`src/rtl/i2c_master_core.sv`:
```
// Single-byte I2C master: START, 7-bit address + R/W, one data byte, STOP.
// Optional clock stretching when I2C_CLK_STRETCH_EN is defined.
module i2c_master_core #(
  parameter int CLK_DIV = 4
) (
  input  logic       clk,
  input  logic       reset,
  input  logic       ce,
  input  logic       wren,
  input  logic       rden,
  input  logic [7:0] addr,
  input  logic [7:0] wdata,
  output logic [7:0] rdata,
  input  logic       scl_i,
  input  logic       sda_i,
  output logic       scl_oe,
  output logic       sda_oe,
  output logic       irq
);

  localparam logic [3:0] S_IDLE  = 4'd0;
  localparam logic [3:0] S_START = 4'd1;
  localparam logic [3:0] S_ADDR  = 4'd2;
  localparam logic [3:0] S_AACK  = 4'd3;
  localparam logic [3:0] S_WDATA = 4'd4;
  localparam logic [3:0] S_WACK  = 4'd5;
  localparam logic [3:0] S_RDATA = 4'd6;
  localparam logic [3:0] S_RNACK = 4'd7;
  localparam logic [3:0] S_STOP  = 4'd8;

  logic [3:0] state_q, state_d;
  logic [7:0] qcnt_q, qcnt_d;
  logic [1:0] qtr_q, qtr_d;
  logic [2:0] bit_q, bit_d;
  logic [7:0] shift_q, shift_d;
  logic [7:0] txlat_q, txlat_d;
  logic       rwlat_q, rwlat_d;
  logic       ack_q, ack_d;
  logic       ctrl_rw_q, ctrl_rw_d;
  logic       irq_en_q, irq_en_d;
  logic [6:0] saddr_q, saddr_d;
  logic [7:0] txdata_q, txdata_d;
  logic [7:0] rxdata_q, rxdata_d;
  logic       done_q, done_d;
  logic       nack_q, nack_d;
  logic [7:0] rdata_q, rdata_d;

  logic busy, start_acc, hold, q_end, slot_end, sample;

  assign busy      = (state_q != S_IDLE);
  assign start_acc = ce && wren && (addr == 8'h00) && wdata[0] && !busy;

`ifdef I2C_CLK_STRETCH_EN
  // A slave holding SCL low while we release it freezes the quarter timer.
  assign hold = busy && ((qtr_q == 2'd1) || (qtr_q == 2'd2)) && !scl_i;
`else
  logic unused_scl;
  assign unused_scl = scl_i;
  assign hold       = 1'b0;
`endif

  assign q_end    = busy && !hold && (qcnt_q == 8'(CLK_DIV - 1));
  assign slot_end = q_end && (qtr_q == 2'd3);
  assign sample   = q_end && (qtr_q == 2'd2);

  always_comb begin
    state_d   = state_q;
    qcnt_d    = qcnt_q;
    qtr_d     = qtr_q;
    bit_d     = bit_q;
    shift_d   = shift_q;
    txlat_d   = txlat_q;
    rwlat_d   = rwlat_q;
    ack_d     = ack_q;
    ctrl_rw_d = ctrl_rw_q;
    irq_en_d  = irq_en_q;
    saddr_d   = saddr_q;
    txdata_d  = txdata_q;
    rxdata_d  = rxdata_q;
    done_d    = done_q;
    nack_d    = nack_q;

    if (ce && wren) begin
      case (addr)
        8'h00: begin ctrl_rw_d = wdata[1]; irq_en_d = wdata[2]; end
        8'h01: saddr_d  = wdata[6:0];
        8'h02: txdata_d = wdata;
        8'h04: begin
          if (wdata[1]) done_d = 1'b0;
          if (wdata[2]) nack_d = 1'b0;
        end
        default: ;
      endcase
    end

    // FSM updates come after register writes so a status set beats a W1C.
    if (start_acc) begin
      state_d = S_START;
      qcnt_d  = 8'd0;
      qtr_d   = 2'd0;
      bit_d   = 3'd0;
      shift_d = {saddr_q, wdata[1]};
      txlat_d = txdata_q;
      rwlat_d = wdata[1];
      done_d  = 1'b0;
      nack_d  = 1'b0;
    end else if (busy && !hold) begin
      if (q_end) begin
        qcnt_d = 8'd0;
        qtr_d  = qtr_q + 2'd1;
      end else begin
        qcnt_d = qcnt_q + 8'd1;
      end
      if (sample) begin
        if (state_q == S_AACK || state_q == S_WACK) ack_d = sda_i;
        if (state_q == S_RDATA) shift_d = {shift_q[6:0], sda_i};
      end
      if (slot_end) begin
        case (state_q)
          S_START: begin state_d = S_ADDR; bit_d = 3'd0; end
          S_ADDR, S_WDATA: begin
            shift_d = {shift_q[6:0], 1'b0};
            bit_d   = bit_q + 3'd1;
            if (bit_q == 3'd7) state_d = (state_q == S_ADDR) ? S_AACK : S_WACK;
          end
          S_AACK: begin
            bit_d = 3'd0;
            if (ack_q) begin
              nack_d  = 1'b1;
              state_d = S_STOP;
            end else if (rwlat_q) begin
              state_d = S_RDATA;
            end else begin
              state_d = S_WDATA;
              shift_d = txlat_q;
            end
          end
          S_WACK: begin
            if (ack_q) nack_d = 1'b1;
            state_d = S_STOP;
          end
          S_RDATA: begin
            bit_d = bit_q + 3'd1;
            if (bit_q == 3'd7) begin
              rxdata_d = shift_q;
              state_d  = S_RNACK;
            end
          end
          S_RNACK: state_d = S_STOP;
          S_STOP: begin
            state_d = S_IDLE;
            done_d  = 1'b1;
          end
          default: state_d = S_IDLE;
        endcase
      end
    end
  end

  always_comb begin
    rdata_d = rdata_q;
    if (ce && rden) begin
      case (addr)
        8'h00:   rdata_d = {5'd0, irq_en_q, ctrl_rw_q, 1'b0};
        8'h01:   rdata_d = {1'b0, saddr_q};
        8'h02:   rdata_d = txdata_q;
        8'h03:   rdata_d = rxdata_q;
        8'h04:   rdata_d = {5'd0, nack_q, done_q, busy};
        default: rdata_d = 8'h00;
      endcase
    end
  end

  // Line drive is decoded from registered state, so reset releases both lines at once.
  always_comb begin
    scl_oe = 1'b0;
    sda_oe = 1'b0;
    case (state_q)
      S_START: begin
        scl_oe = (qtr_q == 2'd3);
        sda_oe = (qtr_q >= 2'd2);
      end
      S_ADDR, S_WDATA: begin
        scl_oe = (qtr_q == 2'd0) || (qtr_q == 2'd3);
        sda_oe = ~shift_q[7];
      end
      S_AACK, S_WACK, S_RDATA, S_RNACK: begin
        scl_oe = (qtr_q == 2'd0) || (qtr_q == 2'd3);
      end
      S_STOP: begin
        scl_oe = (qtr_q == 2'd0);
        sda_oe = (qtr_q <= 2'd1);
      end
      default: ;
    endcase
  end

  assign rdata = rdata_q;
  assign irq   = done_q & irq_en_q;

  always_ff @(posedge clk or negedge reset) begin
    if (!reset) begin
      state_q   <= S_IDLE;
      qcnt_q    <= 8'd0;
      qtr_q     <= 2'd0;
      bit_q     <= 3'd0;
      shift_q   <= 8'd0;
      txlat_q   <= 8'd0;
      rwlat_q   <= 1'b0;
      ack_q     <= 1'b0;
      ctrl_rw_q <= 1'b0;
      irq_en_q  <= 1'b0;
      saddr_q   <= 7'd0;
      txdata_q  <= 8'd0;
      rxdata_q  <= 8'd0;
      done_q    <= 1'b0;
      nack_q    <= 1'b0;
      rdata_q   <= 8'd0;
    end else begin
      state_q   <= state_d;
      qcnt_q    <= qcnt_d;
      qtr_q     <= qtr_d;
      bit_q     <= bit_d;
      shift_q   <= shift_d;
      txlat_q   <= txlat_d;
      rwlat_q   <= rwlat_d;
      ack_q     <= ack_d;
      ctrl_rw_q <= ctrl_rw_d;
      irq_en_q  <= irq_en_d;
      saddr_q   <= saddr_d;
      txdata_q  <= txdata_d;
      rxdata_q  <= rxdata_d;
      done_q    <= done_d;
      nack_q    <= nack_d;
      rdata_q   <= rdata_d;
    end
  end

endmodule

```
`config.mk`:
```
export PLATFORM = sky130hd
export DESIGN_NAME = i2c_master_core
export DESIGN_NICKNAME = d
export VERILOG_FILES = /design/src/rtl/i2c_master_core.sv
export SDC_FILE = /design/constraint.sdc
export NUM_CORES = 1
export LEC_CHECK = 0
export CORE_MARGIN = 1
export CORE_UTILIZATION = 57
export DETAILED_ROUTE_END_ITERATION = 6
export MAX_ROUTING_LAYER = met4
export PLACE_DENSITY_LB_ADDON = 0.2
export RECOVER_POWER = 100
export SLEW_MARGIN = 20
export SYNTH_ARGS = -nofsm -noshare
export SYNTH_HDL_FRONTEND = slang
export SYNTH_SLANG_ARGS = --single-unit
```
`constraint.sdc`:
```
create_clock -name clk -period 2.8 [get_ports clk]
set_input_delay 0.56 -clock clk [delete_from_list [all_inputs] [get_ports clk]]
set_output_delay 0.56 -clock clk [all_outputs]
set_load 0.02 [all_outputs]
```
==> results of run 1 <==
layout make-up:
| class | instances | area share, % |
|---|---|---|
| Clock buffer | 10 | 3.17 |
| Clock inverter | 6 | 1.07 |
| Inverter | 6 | 0.519 |
| Multi-Input combinational cell | 244 | 42.4 |
| Sequential cell | 70 | 40.5 |
| Tap cell | 75 | 2.16 |
| Timing Repair Buffer | 50 | 10.2 |
metrics by stage:
stage,setup WS (ns),hold WS (ns)
floorplan,0.496,0.264
global placement,0.0490,0.465
detailed placement,0.0362,0.470
CTS,0.0363,0.446
global route,0.0261,0.508
finish,0.114,0.486
worst register-to-register path, cell delays in order (launching register included):
cell and delay, ns:
dfrtp_1 0.39, ha_1 0.25, nor4b_2 0.52, nand3_2 0.31
nor4_4 0.55, a221o_1 0.24, a2bb2oi_1 0.17
registers in the layout, summed over array words and instances (netlist names), 3 cells and up:
signal / count
bit_q: 3
qcnt_q: 8
rdata: 8
rxdata_q: 8
saddr_q: 7
shift_q: 8
state_q: 4
txdata_q: 8
txlat_q: 8
final timing paths:
path,start,endpoint,cells after the start
setup / recovery,state_q[3],sda_oe,5
max in group asynchronous,reset,state_q[0],2
min in group asynchronous,reset,qcnt_q[3],2
setup reg to reg,qcnt_q[0],shift_q[1],6
hold / removal,rdata[3],rdata[3],2
hold reg to reg,rdata[3],rdata[3],2
per-layer routing:
metal	track usage [%]	routed length (um)
met5	-	0
met3	5.82	231
met2	41.2	3890
met1	36.2	3790
met4	8.25	114
placed cells by master (no fill, tap or decap), types with 3 or more instances in the layout:
master,Yosys,layout
o21ai_0,20,20
clkbuf_1,7,5
inv_1,6,6
dfrtp_2,0,4
mux2_2,42,42
nor2b_1,2,3
a21oi_1,7,7
nor2_1,29,29
o22ai_1,3,3
nand3_1,3,3
ha_1,7,7
nor3_1,5,5
a22oi_1,9,9
buf_4,2,10
nand4_1,6,6
dlygate4sd3_1,0,10
nand2_1,26,26
a221o_1,7,7
mux2i_1,18,18
a2bb2oi_1,7,7
a31oi_1,4,4
and3_1,7,7
clkdlybuf4s50_1,0,21
dfrtp_1,70,66
clkbuf_8,0,10
o31ai_1,5,5
logic make-up (layout without fill, tap and decap cells):
family | Yosys count | after routing | synth area share [%]
and+or+nand+nor | 102 | 102 | 15.8
xor gates and xnor gates | 4 | 4 | 0.950
AOI/OAI and AO/OA | 71 | 71 | 13.4
buffers and inverters | 19 | 72 | 2.24
DFF | 70 | 70 | 47.5
adders and majority gates | 7 | 7 | 2.38
muxes | 60 | 60 | 17.7
what timing repair did:
item / in CTS / in global routing
hold buffers: 0 / 0
setup endpoints to repair: 1 / 2
resized for setup: 1 / 5
power by group through the flow:
stage,logic [mW],clock network (mW),registers (mW)
global route,0.126,0.810,1.03
floorplan,0.0379,0,1.05
detailed placement,0.118,0,1.05
CTS,0.118,0.772,1.03
global placement,0.117,0,1.05
finish,0.114,0.748,1.03
==> summary.txt, run 1 <==
Placed design
  • Gp weighted congestion: 0.888
  • Placed Instances: 445
  • Number of port buffers: 32
  • Detailed placer's ending HPWL: 5700 um
  • DP Area: 0.00418 mm^2

Timing
  • Max-Slew Margin vs Limit: -12.7%
  • Worst Tran Pin Value: 1.69 ns
  • Tmin final: 2.69 ns
  • Max Freq: 372 MHz
  • Clk_skew: 0.00886 ns
  • Hold Vio Cnt, Final: 0
  • Sum Neg Setup Slack: 0 ns
  • Period utilization: 95.9%
  • RSZ-0062 raised after global routing: no
  • Slew Limit Fails: 71
  • Final setup violation count: 0

Global route
  • Grt total ovfl: 0
  • Vias in the first global route: 2676
  • Global Route Usage Sum: 27.0%
  • First-pass GRT wire length: 13000 um
  • Initial antenna violation count: 0
  • Pin count of the biggest net entering global routing: 71

Pwr
  • Total power: 1.89 mW
  • P_sw: 469 uW
  • Sw Ratio: 24.8%
  • Pwr/cell area: 436 mW/mm^2
  • Logic pwr share: 6.0%
  • P_int: 1.42 mW
  • Static leakage: 2.01 nW
  • Seq pwr share: 54.5%
  • Worst vdd ir: 0.415 mV
  • Clock power share: 39.5%

Detailed routing
  • Antenna viol nets, final: 0
  • Drt first pass iters: 4
  • Drt wl/cell: 17.4 um
  • DRT Wirelength: 8030 um
  • Via density: 6.21
  • Via count: 2864
  • DRC Markers: 0
  • First DRT Iteration DRCs: 201

Die
  • Die H: 82.4 um
  • Floorplan row count: 28
  • Starting Density: 60.5%
  • Die Area: 0.00679 mm^2
  • Die X: 82.4 um
  • I/O pins: 34
  • Core area: 0.00610 mm^2

Synthesis
  • Syn Nets: 363
  • Post-synth EDFFs: 0
  • Most numerous cell in the Yosys netlist: dfrtp_1
  • Post-Syn Area per Cell: 11.1 um^2
  • Syn Inst Count: 333
  • Largest area contributor in the netlist: dfrtp_1
  • Register area share after synthesis: 47.5%
  • Prevailing post-synth register cell: dfrtp_1
  • Yosys top cell area share: 47.5%
  • Dominant cells by area after synthesis: dfrtp_1, mux2_2, mux2i_1
  • Post-synth ARST share: 100%
  • Synthesized area: 0.00369 mm^2
  • Post-synth cell types: 52
  • Yosys reg bits: 70
  • Number of synthesis warnings: 0
  • Synth top cells by count: dfrtp_1, mux2_2, nor2_1

Worst setup path
  • Critical path's largest stage delay: 0.69 ns
  • Largest fanout on the critical path: 15
  • Worst Path Required: 2.24 ns
  • CP Buf/Inv Count: 1
  • Crit path cell chain: nand2b_1 > o22ai_1 > nand2_1 > o21ai_0 > dlygate4sd3_1
  • Critical Path Source Type: flop
  • Crit. End Element: output port
  • R2R setup slack: 0.28 ns
  • Slowest CP cell: dlygate4sd3_1
  • CP Data Arrival Time: 2.13 ns
  • WS Path Type: flop to output port
  • Top Family by Delay on Critical Path: buffers and inverters

Layout
  • Final #Nets: 411
  • Storage element area: 0.00176 mm^2
  • Multi-input logic area: 0.00184 mm^2
  • P&R area growth vs syn: 17.7%
  • Share of cells above drive strength 1: 22.3%
  • N_diodes: 0
  • Fill count: 474
  • Finished Cell Area: 0.00434 mm^2
  • Final Util: 71.2%
  • Finished Layout Cells: 461

Outcome
  • Failing checks: capacitance limit, slew limit
  • Status: finished, violations left

Clock tree
  • CTS tree: built
  • Clock root buffer: clkbuf_8
  • Skew-Pair Late Insertion Delay: 0.34 ns
  • Max clock buf depth: 2
  • Clock sinks: 70
  • Reg clk slew, reported paths: 0.08 ns
  • Post-CTS setup buffers: 0
  • H-tree levels: 3
  • Total CTS buffers: 9

Hold path
  • Worst hold path class: flop to flop

Flow run
  • Max Cap Viol: 1
Power figures use the tool's default switching activity.
==> run 2: changes to the inputs <==
- PLACE_DENSITY_LB_ADDON: 0.2 -> 0.1
==> summary.txt, run 2 (synthesized netlist as in run 1, its figures left out) <==
Pwr
  • Pwr/cell area: 458 mW/mm^2 (+5.0%)
  • Worst vdd ir: 0.309 mV (-25%)
  • Static leakage: 2.02 nW (+0.62%)
  • Total power: 1.99 mW (+5.1%)

Timing
  • Final setup violation count: 0 (unchanged)
  • Sum Neg Setup Slack: 0 ns (unchanged)
  • RSZ-0062 raised after global routing: no
  • Slew Limit Fails: 71 (unchanged)
  • Worst Tran Pin Value: 1.71 ns (+0.0175 ns)
  • Clk_skew: 0.00769 ns (-0.00117 ns)
  • Tmin final: 2.68 ns (-0.00471 ns)
  • Max Freq: 373 MHz (+0.18%)
  • Period utilization: 95.8% (-0.17 points)
  • Max-Slew Margin vs Limit: -13.9% (-1.2 points)
  • Hold Vio Cnt, Final: 0 (unchanged)

Layout
  • Most common library cell in the layout ignoring fill and taps: dfrtp_1
  • Share of cells above drive strength 1: 21.6% (-0.69 points)
  • P&R area growth vs syn: 17.9%
  • Final #Nets: 414 (+0.73%)
  • Fill count: 467 (-1.5%)
  • Most frequent cells in the layout: dfrtp_1, mux2_2, nor2_1
  • N_diodes: 0 (unchanged)

Die
  • I/O pins: 34 (unchanged)
  • Starting Density: 60.5% (unchanged)
  • Die Area: 0.00679 mm^2 (unchanged)
  • Die H: 82.4 um (unchanged)
  • Core area: 0.00610 mm^2 (unchanged)
  • Floorplan row count: 28 (unchanged)
  • Die X: 82.4 um (unchanged)

Worst setup path
  • Crit. End Element: output port
  • Crit path cell chain: nor2_2 > and3_1 > nand2_1 > o21ai_0 > clkdlybuf4s50_1
  • Largest fanout on the critical path: 11 (-4)
  • Slowest CP cell: clkdlybuf4s50_1
  • CP Data Arrival Time: 2.12 ns (about the same)
  • WS Path Type: flop to output port
  • Top Family by Delay on Critical Path: buffers and inverters
  • Worst Path Required: 2.24 ns (about the same)
  • Critical Path Source Type: flop
  • Critical path's largest stage delay: 0.63 ns (-0.06 ns)
  • CP Buf/Inv Count: 1 (unchanged)

Clock tree
  • CTS tree: built
  • Clock root buffer: clkbuf_8
  • Post-CTS setup buffers: 0 (unchanged)
  • Max clock buf depth: 2 (unchanged)
  • Total CTS buffers: 9 (unchanged)
  • H-tree levels: 3 (unchanged)
  • Reg clk slew, reported paths: 0.08 ns (about the same)
  • Clock sinks: 70 (unchanged)
  • Skew-Pair Late Insertion Delay: 0.35 ns (about the same)

Detailed routing
  • Drt wl/cell: 17.4 um (-0.14%)
  • Via count: 2786 (-2.7%)
  • Via density: 6.00 (-3.4%)
  • First DRT Iteration DRCs: 159 (-21%)
  • Antenna viol nets, final: 0 (unchanged)
  • Drt first pass iters: 5 (+1)
  • DRT Wirelength: 8070 um (+0.51%)
  • DRC Markers: 0 (unchanged)

Flow run
  • Max Cap Viol: 1 (unchanged)

Hold path
  • Worst hold path class: flop to flop

Global route
  • First-pass GRT wire length: 12900 um (-0.49%)
  • Initial antenna violation count: 0 (unchanged)
  • Global Route Usage Sum: 26.8% (-0.26 points)
  • Pin count of the biggest net entering global routing: 71 (unchanged)
  • Grt total ovfl: 0 (unchanged)
  • Vias in the first global route: 2677 (+0.037%)

Placed design
  • Gp weighted congestion: 0.873 (-1.7%)
  • Detailed placer's ending HPWL: 5770 um (+1.2%)
  • Number of port buffers: 32 (unchanged)

Outcome
  • Failing checks: capacitance limit, slew limit
  • Status: finished, violations left
## run 2: changes by cell type in the layout (fill, tap and decap cells not counted), sizes merged
cell | before | now
bufinv | 0 | 1
clkbuf | 17 | 19
buf | 12 | 13
dlygate4sd3 | 10 | 9
clkdlybuf4s50 | 21 | 22
clkinvlp | 2 | 3
clkinv | 3 | 1
## run 2: cell type report
type                       count  area (um^2)  share of cell area [%]
clock inverter                 6         70.1                    1.61
tap                           75         93.8                    2.16
clock buffer                  10          138                    3.17
timing repair buffer          53          442                    10.2
sequential                    70         1750                    40.4
multi-input combinational    244         1830                    42.0
inverter                       6         22.5                   0.518
## run 2: worst min-delay path: cells and delay by family, from the launching register on
family | cells | cell delay [ns]
DFF | 1 | 0.34
AOI/OAI and AO/OA | 1 | 0.05
and+or+nand+nor | 1 | 0.05
## run 2: per-layer routing
metal  global-route usage, %  share of wire (%)
met5                       -                  0
met1                    36.6                 47
met2                    40.7                 48
met4                    9.12                1.2
met3                    4.29                3.1
## run 2: where the power goes
part / switching [mW] / total [mW] / internal, mW
registers: 0.00919 / 1.03 / 1.02
logic: 0.0617 / 0.114 / 0.0524
clock network: 0.405 / 0.845 / 0.440
total: 0.476 / 1.99 / 1.51
## run 2: worst paths after layout
kind	start	end	slack, ns	depth (start not counted)
max	state_q[2]	scl_oe	0.12	5
min	rdata[6]	rdata[6]	0.47	2
max reg2reg	qcnt_q[0]	shift_q[7]	0.27	7
min reg2reg	rdata[6]	rdata[6]	0.47	2
max in group asynchronous	reset	state_q[3]	0.94	2
min in group asynchronous	reset	qcnt_q[4]	0.75	2
## run 2: per-stage QoR
step	setup WS, ns	area, um^2	cells	hold WS, ns	util, %
2_1_floorplan	0.496	3690	333	0.264	-
3_3_place_gp	0.0692	4190	448	0.462	68.8
3_5_place_dp	0.0496	4190	448	0.466	68.8
4_1_cts	0.0590	4400	464	0.446	72.2
5_1_grt	0.00928	4350	464	0.516	71.3
6_report	0.118	4350	464	0.475	71.3
## run 2: timing repair
| item | CTS | global route |
|---|---|---|
| hold buffers | 0 | 0 |
| gates resized for setup | 1 | 3 |
| setup endpoints to repair | 1 | 2 |
